$ cat config.mk
export PLATFORM = sky130hd
export DESIGN_NAME = hi_lo_mult_div
export DESIGN_NICKNAME = d
export VERILOG_FILES = /design/src/rtl/hi_lo_mult_div.sv
export SDC_FILE = /design/constraint.sdc
export NUM_CORES = 1
export LEC_CHECK = 0
export CAP_MARGIN = 20
export CORE_ASPECT_RATIO = 0.75
export CORE_MARGIN = 3
export CORE_UTILIZATION = 40
export CTS_BUF_LIST = sky130_fd_sc_hd__clkbuf_8
export DETAILED_ROUTE_END_ITERATION = 12
export GPL_TIMING_DRIVEN = 1
export SLEW_MARGIN = 20
export SYNTH_ARGS = -nofsm -noshare
export SYNTH_HDL_FRONTEND = slang
export SYNTH_SLANG_ARGS = --single-unit
$ cat constraint.sdc
create_clock -name clk -period 8.7 [get_ports clk]
set_clock_uncertainty 0.05 [all_clocks]
set_input_delay 0.87 -clock clk [delete_from_list [all_inputs] [get_ports clk]]
set_output_delay 0.87 -clock clk [all_outputs]
set_load 0.01 [all_outputs]
$ cat src/rtl/hi_lo_mult_div.sv
// HI/LO multiply/divide unit: 32-cycle iterative shift-add multiply and restoring
// divide on operand magnitudes, with MTHI/MTLO writes accepted only while idle.
module hi_lo_mult_div (
  input  logic        clk,
  input  logic        reset_n,
  input  logic        start_execute,
  input  logic [1:0]  op_execute,
  input  logic [31:0] src_A_ALU_execute,
  input  logic [31:0] src_B_ALU_execute,
  input  logic        hi_write_execute,
  input  logic        lo_write_execute,
  output logic        busy,
  output logic        done,
  output logic [31:0] HI_output,
  output logic [31:0] LO_output
);

  typedef enum logic {S_IDLE, S_RUN} state_t;

  state_t      r_state;
  logic [4:0]  r_count;
  logic        r_is_div;
  logic        r_neg_res;
  logic        r_neg_rem;
  logic        r_b_zero;
  logic [31:0] r_dividend;
  logic [31:0] r_operand;
  logic [31:0] r_acc_hi;
  logic [31:0] r_acc_lo;
  logic [31:0] r_hi;
  logic [31:0] r_lo;
  logic        r_done;

  // Operand conditioning on the accepting cycle; op[0]=1 selects the unsigned forms
  logic        w_signed;
  logic        w_a_neg;
  logic        w_b_neg;
  logic [31:0] w_a_mag;
  logic [31:0] w_b_mag;

  assign w_signed = ~op_execute[0];
  assign w_a_neg  = w_signed & src_A_ALU_execute[31];
  assign w_b_neg  = w_signed & src_B_ALU_execute[31];
  assign w_a_mag  = w_a_neg ? (32'd0 - src_A_ALU_execute) : src_A_ALU_execute;
  assign w_b_mag  = w_b_neg ? (32'd0 - src_B_ALU_execute) : src_B_ALU_execute;

  // Multiply step: acc_lo holds the remaining multiplier bits, product shifts in from the top
  logic [32:0] w_mul_sum;
  logic [31:0] w_mul_hi;
  logic [31:0] w_mul_lo;

  assign w_mul_sum = {1'b0, r_acc_hi} + (r_acc_lo[0] ? {1'b0, r_operand} : 33'd0);
  assign w_mul_hi  = w_mul_sum[32:1];
  assign w_mul_lo  = {w_mul_sum[0], r_acc_lo[31:1]};

  // Divide step: acc_hi is the partial remainder, acc_lo shifts dividend out and quotient in
  logic [32:0] w_div_shift;
  logic [32:0] w_div_diff;
  logic        w_div_ge;
  logic [31:0] w_div_hi;
  logic [31:0] w_div_lo;

  assign w_div_shift = {r_acc_hi, r_acc_lo[31]};
  assign w_div_diff  = w_div_shift - {1'b0, r_operand};
  assign w_div_ge    = (w_div_shift >= {1'b0, r_operand});
  assign w_div_hi    = w_div_ge ? w_div_diff[31:0] : w_div_shift[31:0];
  assign w_div_lo    = {r_acc_lo[30:0], w_div_ge};

  logic [31:0] w_step_hi;
  logic [31:0] w_step_lo;

  assign w_step_hi = r_is_div ? w_div_hi : w_mul_hi;
  assign w_step_lo = r_is_div ? w_div_lo : w_mul_lo;

  // Sign fix-up applied to the result of the final step
  logic [63:0] w_prod;
  logic [63:0] w_prod_fix;
  logic [31:0] w_quot_fix;
  logic [31:0] w_rem_fix;
  logic [31:0] w_res_hi;
  logic [31:0] w_res_lo;

  assign w_prod     = {w_step_hi, w_step_lo};
  assign w_prod_fix = r_neg_res ? (64'd0 - w_prod) : w_prod;
  assign w_quot_fix = r_neg_res ? (32'd0 - w_step_lo) : w_step_lo;
  assign w_rem_fix  = r_neg_rem ? (32'd0 - w_step_hi) : w_step_hi;
  assign w_res_hi   = r_is_div ? (r_b_zero ? r_dividend : w_rem_fix) : w_prod_fix[63:32];
  assign w_res_lo   = r_is_div ? (r_b_zero ? 32'hFFFF_FFFF : w_quot_fix) : w_prod_fix[31:0];

  always_ff @(posedge clk) begin
    if (!reset_n) begin
      r_state    <= S_IDLE;
      r_count    <= 5'd0;
      r_is_div   <= 1'b0;
      r_neg_res  <= 1'b0;
      r_neg_rem  <= 1'b0;
      r_b_zero   <= 1'b0;
      r_dividend <= 32'd0;
      r_operand  <= 32'd0;
      r_acc_hi   <= 32'd0;
      r_acc_lo   <= 32'd0;
      r_hi       <= 32'd0;
      r_lo       <= 32'd0;
      r_done     <= 1'b0;
    end else begin
      r_done <= 1'b0;
      if (r_state == S_IDLE) begin
        if (start_execute) begin
          r_state    <= S_RUN;
          r_count    <= 5'd0;
          r_is_div   <= op_execute[1];
          r_neg_res  <= w_a_neg ^ w_b_neg;
          r_neg_rem  <= w_a_neg;
          r_b_zero   <= (src_B_ALU_execute == 32'd0);
          r_dividend <= src_A_ALU_execute;
          r_acc_hi   <= 32'd0;
          r_acc_lo   <= op_execute[1] ? w_a_mag : w_b_mag;
          r_operand  <= op_execute[1] ? w_b_mag : w_a_mag;
        end else begin
          if (hi_write_execute) r_hi <= src_A_ALU_execute;
          if (lo_write_execute) r_lo <= src_A_ALU_execute;
        end
      end else begin
        r_acc_hi <= w_step_hi;
        r_acc_lo <= w_step_lo;
        r_count  <= r_count + 5'd1;
        if (r_count == 5'd31) begin
          r_hi    <= w_res_hi;
          r_lo    <= w_res_lo;
          r_done  <= 1'b1;
          r_state <= S_IDLE;
        end
      end
    end
  end

  assign busy      = (r_state == S_RUN);
  assign done      = r_done;
  assign HI_output = r_hi;
  assign LO_output = r_lo;

endmodule

==> results.cfg, run 1 <==
[status]
outcome = finished, final reports clean

[floorplan]
die-area_mm2 = 0.04700
start_util_pct = 40.74
io_pins = 137
die_w_um = 249.3
core_area_mm2 = 0.04360
die-height_um = 188.5
row_count = 66

[sta]
rsz0062_at_grt = no
worstMarginPinSlew_ps = 1124
setup_tns_ps = 0
timing.fmax_ghz = 0.1698
post-route-period-util_pct = 67.70
slew_violations = 0
setup_viol = 0
hold_viol = 0
min_period_ps = 5890
maxSlewHeadroom_pct = 23.14

[cts]
cts-root-buf = clkbuf_8
cts_hold_buf = 0
cts_inserted_buffers = 39
clk_pin_slew_ps = 70
ctsLongestPathBuffers = 3
cts_tree = done
cts_sinks = 203
ctsHtreeMaxLevel = 2
postCtsSetupBuffers = 0
ctsResizeCount = 0
clk_latency_ps = 590

[yosys]
synthTopCellsByArea = dfxtp_1, a21oi_1, nand2_1
ys_async_sr_fraction_pct = 0
synth_cells = 2502
yosysTopAreaCellShare_pct = 22.88
synth_warnings = 0
ys_top_cells_by_count = nand2_1, a21oi_1, nor2_1, dfxtp_1, o21ai_0
synth_edf_count = 0
ys_seq_area_share_pct = 22.88
synth_cell_types = 98
synth_fp_nets = 2645
ys_ff_latch = 203
yosys.area.top_type = dfxtp_1
syn_avg_cell_area_um2 = 7.100
ys.flop_type = dfxtp_1
yosysMostFrequentCell = nand2_1
syn_area_mm2 = 0.01776

[setup_path]
critPathMaxFanout = 35
crit_family = compound AO/OA/AOI/OAI gates
max_stage_delay_ps = 1000
r2r_slack_ps = 2810
arrival_ps = 6280
cp_cell_sequence = and2_1, ha_1, inv_1, fa_1, nor2b_1, o211ai_1, a2111oi_0, nor2_1, o21ai_0, xor2_1, o221a_2, nor4_2, nand2_1, o41ai_2, xnor2_1, a222oi_1, o22ai_1
crit_slowest_cell = a2111oi_0
cp.buffers_inverters = 1
worst_ep_required_time_ps = 9090
r2r-end = HI_output[29]$_SDFFE_PN0P_
crit_path_start_kind = flip-flop
cp-end-kind = flip-flop
ff2ff_path_depth = 17
path_class = reg -> reg
timing.rr.start = r_acc_lo[0]$_SDFFE_PN0P_
cp.depth = 17

[global_route]
grtUsageTotal_pct = 32.83
grt_max_degree = 101
grt_pass1_wl_mm = 119.0
grt-ovfl-total = 0
antenna_found_initial = 1
grt_pass1_vias = 18290

[worst_hold_path]
hold_start = r_dividend[15]$_SDFFE_PN0P_
min-delay-path-class = reg -> reg
hold_path_end = r_dividend[15]$_SDFFE_PN0P_
worstHoldPathCells = 2

[pwr]
power.density_mw_per_mm2 = 156.8
irDropWorstVdd_mv = 0.1014
leakagePower_nw = 7.633

[placed_design]
numPortBuffers = 136
dp.cells = 3063
gp_congestion = 1.043
dp_hpwl_mm = 60.96

[layout]
num-nets-final = 2669
fillCellCount = 4481
final_cells = 3135
diodes = 0
drive_gt1_share_pct = 6.101
syn_to_final_growth_pct = 13.36

[route]
vias = 20280
drt_iter0_markers = 2651
avgViaCountPerCell = 6.469
routed_wirelength_mm = 81.34
drc = 0
first_pass_iters = 5
ant_nets = 0
wl_per_cell_um = 25.95

[job]
max_cap_viol_count = 0
==> kinds of logic after synthesis <==
family	after synthesis	share of synthesized area, %
compound gates	853	31.03
mux	53	3.029
simple gates	893	23.65
flops	203	22.88
fa+ha+maj	72	5.156
xor+xnor	168	8.283
buf+inv	260	5.980
==> worst max-delay path by stage <==
| stage | startpoint | endpoint |
|---|---|---|
| finish | r_acc_lo[0]$_SDFFE_PN0P_ | HI_output[29]$_SDFFE_PN0P_ |
| floorplan | r_acc_lo[0]$_SDFFE_PN0P_ | HI_output[29]$_SDFFE_PN0P_ |
| global placement | r_acc_lo[0]$_SDFFE_PN0P_ | HI_output[29]$_SDFFE_PN0P_ |
| global route | r_acc_lo[0]$_SDFFE_PN0P_ | HI_output[29]$_SDFFE_PN0P_ |
| detailed placement | r_acc_lo[0]$_SDFFE_PN0P_ | HI_output[29]$_SDFFE_PN0P_ |
| CTS | r_acc_lo[0]$_SDFFE_PN0P_ | HI_output[29]$_SDFFE_PN0P_ |
==> cell usage in the layout (no fill, tap or decap), types with 75 or more instances in the layout <==
master,Yosys,final
clkdlybuf4s50_1,0,133
a21oi_1,251,251
inv_1,73,83
o21ai_0,181,181
dfxtp_1,203,199
a211oi_1,75,75
nor2_1,243,242
xnor2_1,91,91
nand2_1,319,318
xor2_1,77,77
==> stage by stage <==
stage / setup slack [ps] / power, W / utilization (%) / hold WS, ps / cell area [um^2]
2_1_floorplan: 4035 / 0.001737 / - / 383.2 / 17760
3_3_place_gp: 2599 / 0.002107 / 44.28 / 391.2 / 19310
3_5_place_dp: 2632 / 0.002118 / 44.28 / 394.2 / 19310
4_1_cts: 2654 / 0.003125 / 46.17 / 403.2 / 20130
5_1_grt: 2524 / 0.003274 / 46.18 / 419.6 / 20140
6_report: 2810 / 0.003157 / 46.18 / 404.9 / 20140
==> final cells by class <==
type                    count  area, um^2  area share [%]
clock inverters            20       105.1          0.5219
inverters                  78       295.3           1.466
well taps                 578       723.2           3.591
clock buffers              52       715.7           3.554
repair buffers            165        1564           7.767
multi-input cells        2039       12660           62.87
flip-flops and latches    203        4074           20.23
==> tightest hold or removal path: cells and delay by family, from the launching register on <==
kind / cells / cell delay (ps)
DFF: 1 / 310
AOI/OAI and AO/OA: 1 / 50
and+or+nand+nor: 1 / 50
==> flip-flops by register name, summed over array words and instances, names as in the netlist, 5 cells and up <==
name,flops
r_count,5
r_acc_hi,32
HI_output,32
LO_output,32
r_acc_lo,32
r_dividend,32
r_operand,32
==> power by group <==
part           internal (W)  switching (W)
clock network      0.000539       0.000477
registers          0.000986      0.0000642
logic              0.000361       0.000731
==> per-layer routing <==
metal  routed length [um]  up-vias  GRT usage [%]
met5                    0        -              0
met4                 2686        0          9.902
met3                 8991      184          6.196
met2                33580     1222          48.33
met1                36080     9752          48.28
li1                     -     9122              -
Power figures use the tool's default switching activity.
==> inputs of run 2 (changes only) <==
clock period = 5 ns   (was 8.7 ns; I/O delays follow)
==> results.cfg, run 2 (synthesized netlist as in run 1, its figures left out) <==
[status]
outcome = finished, final reports clean

[global_route]
grtUsageTotal_pct = 35.93
gr-usage-met2_pct = 49.60
grt-ovfl-total = 0
grt_pass1_vias = 19120
antenna_found_initial = 4
top_usage_layer = met1
grt_pass1_wl_mm = 128.4
use_met3_pct = 10.90
grt_util_met1_pct = 53.36
grt_max_degree = 100

[layout]
multi_input_area_mm2 = 0.01288
drive_gt1_share_pct = 13.23
mostFrequentLayoutCell = nand2_1
syn_to_final_growth_pct = 22.24
fillCellCount = 4413
layout_common_cells = nand2_1, a21oi_1, nor2_1, dfxtp_1, buf_4
seq_area_mm2 = 0.004074
num-nets-final = 2841
fin_util_pct = 49.80
postLayoutCellArea_mm2 = 0.02171

[worst_hold_path]
min-delay-path-class = in -> reg

[route]
drc = 0
vias = 20930
routed_wirelength_mm = 87.98
wl_per_cell_um = 26.58
drt_iter0_markers = 2672
first_pass_iters = 6
avgViaCountPerCell = 6.323
ant_nets = 0

[sta]
timing.fmax_ghz = 0.2040
worstMarginPinSlew_ps = 1137
hold_viol = 0
slew_violations = 0
post-route-period-util_pct = 98.03
setup_viol = 0
maxSlewHeadroom_pct = 24.20
min_period_ps = 4902

[job]
max_cap_viol_count = 0

[floorplan]
io_pins = 137
die-area_mm2 = 0.04700
die_w_um = 249.3
start_util_pct = 40.74
die-height_um = 188.5
row_count = 66
core_area_mm2 = 0.04360

[setup_path]
crit_path_start_kind = flip-flop
critPathMaxFanout = 10
r2r_slack_ps = 100
arrival_ps = 5390
path_class = reg -> reg
cp-end-kind = flip-flop
worst_ep_required_time_ps = 5490

[cts]
ctsLongestPathBuffers = 3
clk_pin_slew_ps = 70
clk_latency_ps = 620
cts_inserted_buffers = 39
ctsHtreeMaxLevel = 2
cts-root-buf = clkbuf_8
cts_tree = done
cts_sinks = 203

[placed_design]
gp_congestion = 1.023
numPortBuffers = 136
dp_hpwl_mm = 68.43
placed_area_mm2 = 0.02055

[pwr]
leakagePower_nw = 8.506
power.density_mw_per_mm2 = 271.0
irDropWorstVdd_mv = 0.1764
finalPower_w = 0.005884
==> run 2: cell count changes in the layout (fill, tap and decap cells not counted), sizes merged <==
cell,previous run,this run
clkbuf,52,41
clkinvlp,2,1
inv,86,88
diode,0,3
buf,32,204
clkinv,10,16
bufinv,0,4
==> run 2: path summary, 6_finish.rpt <==
kind                              startpoint                          to  cells after the start
setup / recovery   r_acc_hi[19]$_SDFFE_PN0P_  HI_output[30]$_SDFFE_PN0P_                     19
hold / removal                       reset_n  LO_output[24]$_SDFFE_PN0P_                      3
setup reg to reg   r_acc_hi[19]$_SDFFE_PN0P_  HI_output[30]$_SDFFE_PN0P_                     19
hold reg to reg   r_dividend[0]$_SDFFE_PN0P_  r_dividend[0]$_SDFFE_PN0P_                      2
==> run 2: metal layers <==
| metal | vias to the layer above | wire length [um] |
|---|---|---|
| met5 | - | 42 |
| met4 | 6 | 2385 |
| met3 | 163 | 10940 |
| met2 | 1215 | 34370 |
| met1 | 10070 | 40240 |
| li1 | 9475 | - |
==> run 2: per-stage QoR <==
| stage | setup TNS [ps] | setup WS (ps) | hold slack, ps | instances |
|---|---|---|---|---|
| floorplan | 0 | 334.5 | 383.2 | 2502 |
| global placement | -287.9 | -110.2 | 392.7 | 3224 |
| detailed placement | -501.4 | -167.2 | 396.6 | 3225 |
| CTS | 0 | 19.57 | 161.3 | 3300 |
| global route | -182.1 | -81.75 | 193.6 | 3307 |
| finish | 0 | 98.36 | 180.9 | 3310 |
==> run 2: critical path, stage by stage (launching register included) <==
cell and delay (ps):
dfxtp_1 500, ha_1 320, buf_4 170, a21oi_2 210, o21ai_2 140, a2111oi_2 370
buf_4 190, buf_4 110, o211ai_4 80, nor2_4 420, o21ai_2 190, a2111oi_4 420
buf_4 170, nand4_1 180, buf_4 200, nor3_1 430, a31oi_1 190, xnor2_1 230
a21oi_1 90, a21oi_1 150
==> run 2: timing repair <==
action,CTS,global route
gates resized for setup,3,53
pin swaps,2,12
hold buffers,0,0
buffers inserted,3,7
setup endpoints to repair,14,31
==> run 2: layout make-up <==
type                       instances  share of cell area, %
timing repair buffer             337                  13.34
multi-input combinational       2039                  59.32
antenna                            3                0.03457
tap                              578                  3.330
inverter                          78                  1.360
sequential                       203                  18.76
clock buffer                      41                  2.599
clock inverter                    31                  1.256
==> run 2: report_power, final <==
group	total [W]	switching [W]	internal [W]
registers	0.00182	0.000102	0.00171
logic	0.00220	0.00138	0.000818
clock network	0.00187	0.000883	0.000988
total	0.00588	0.00236	0.00352
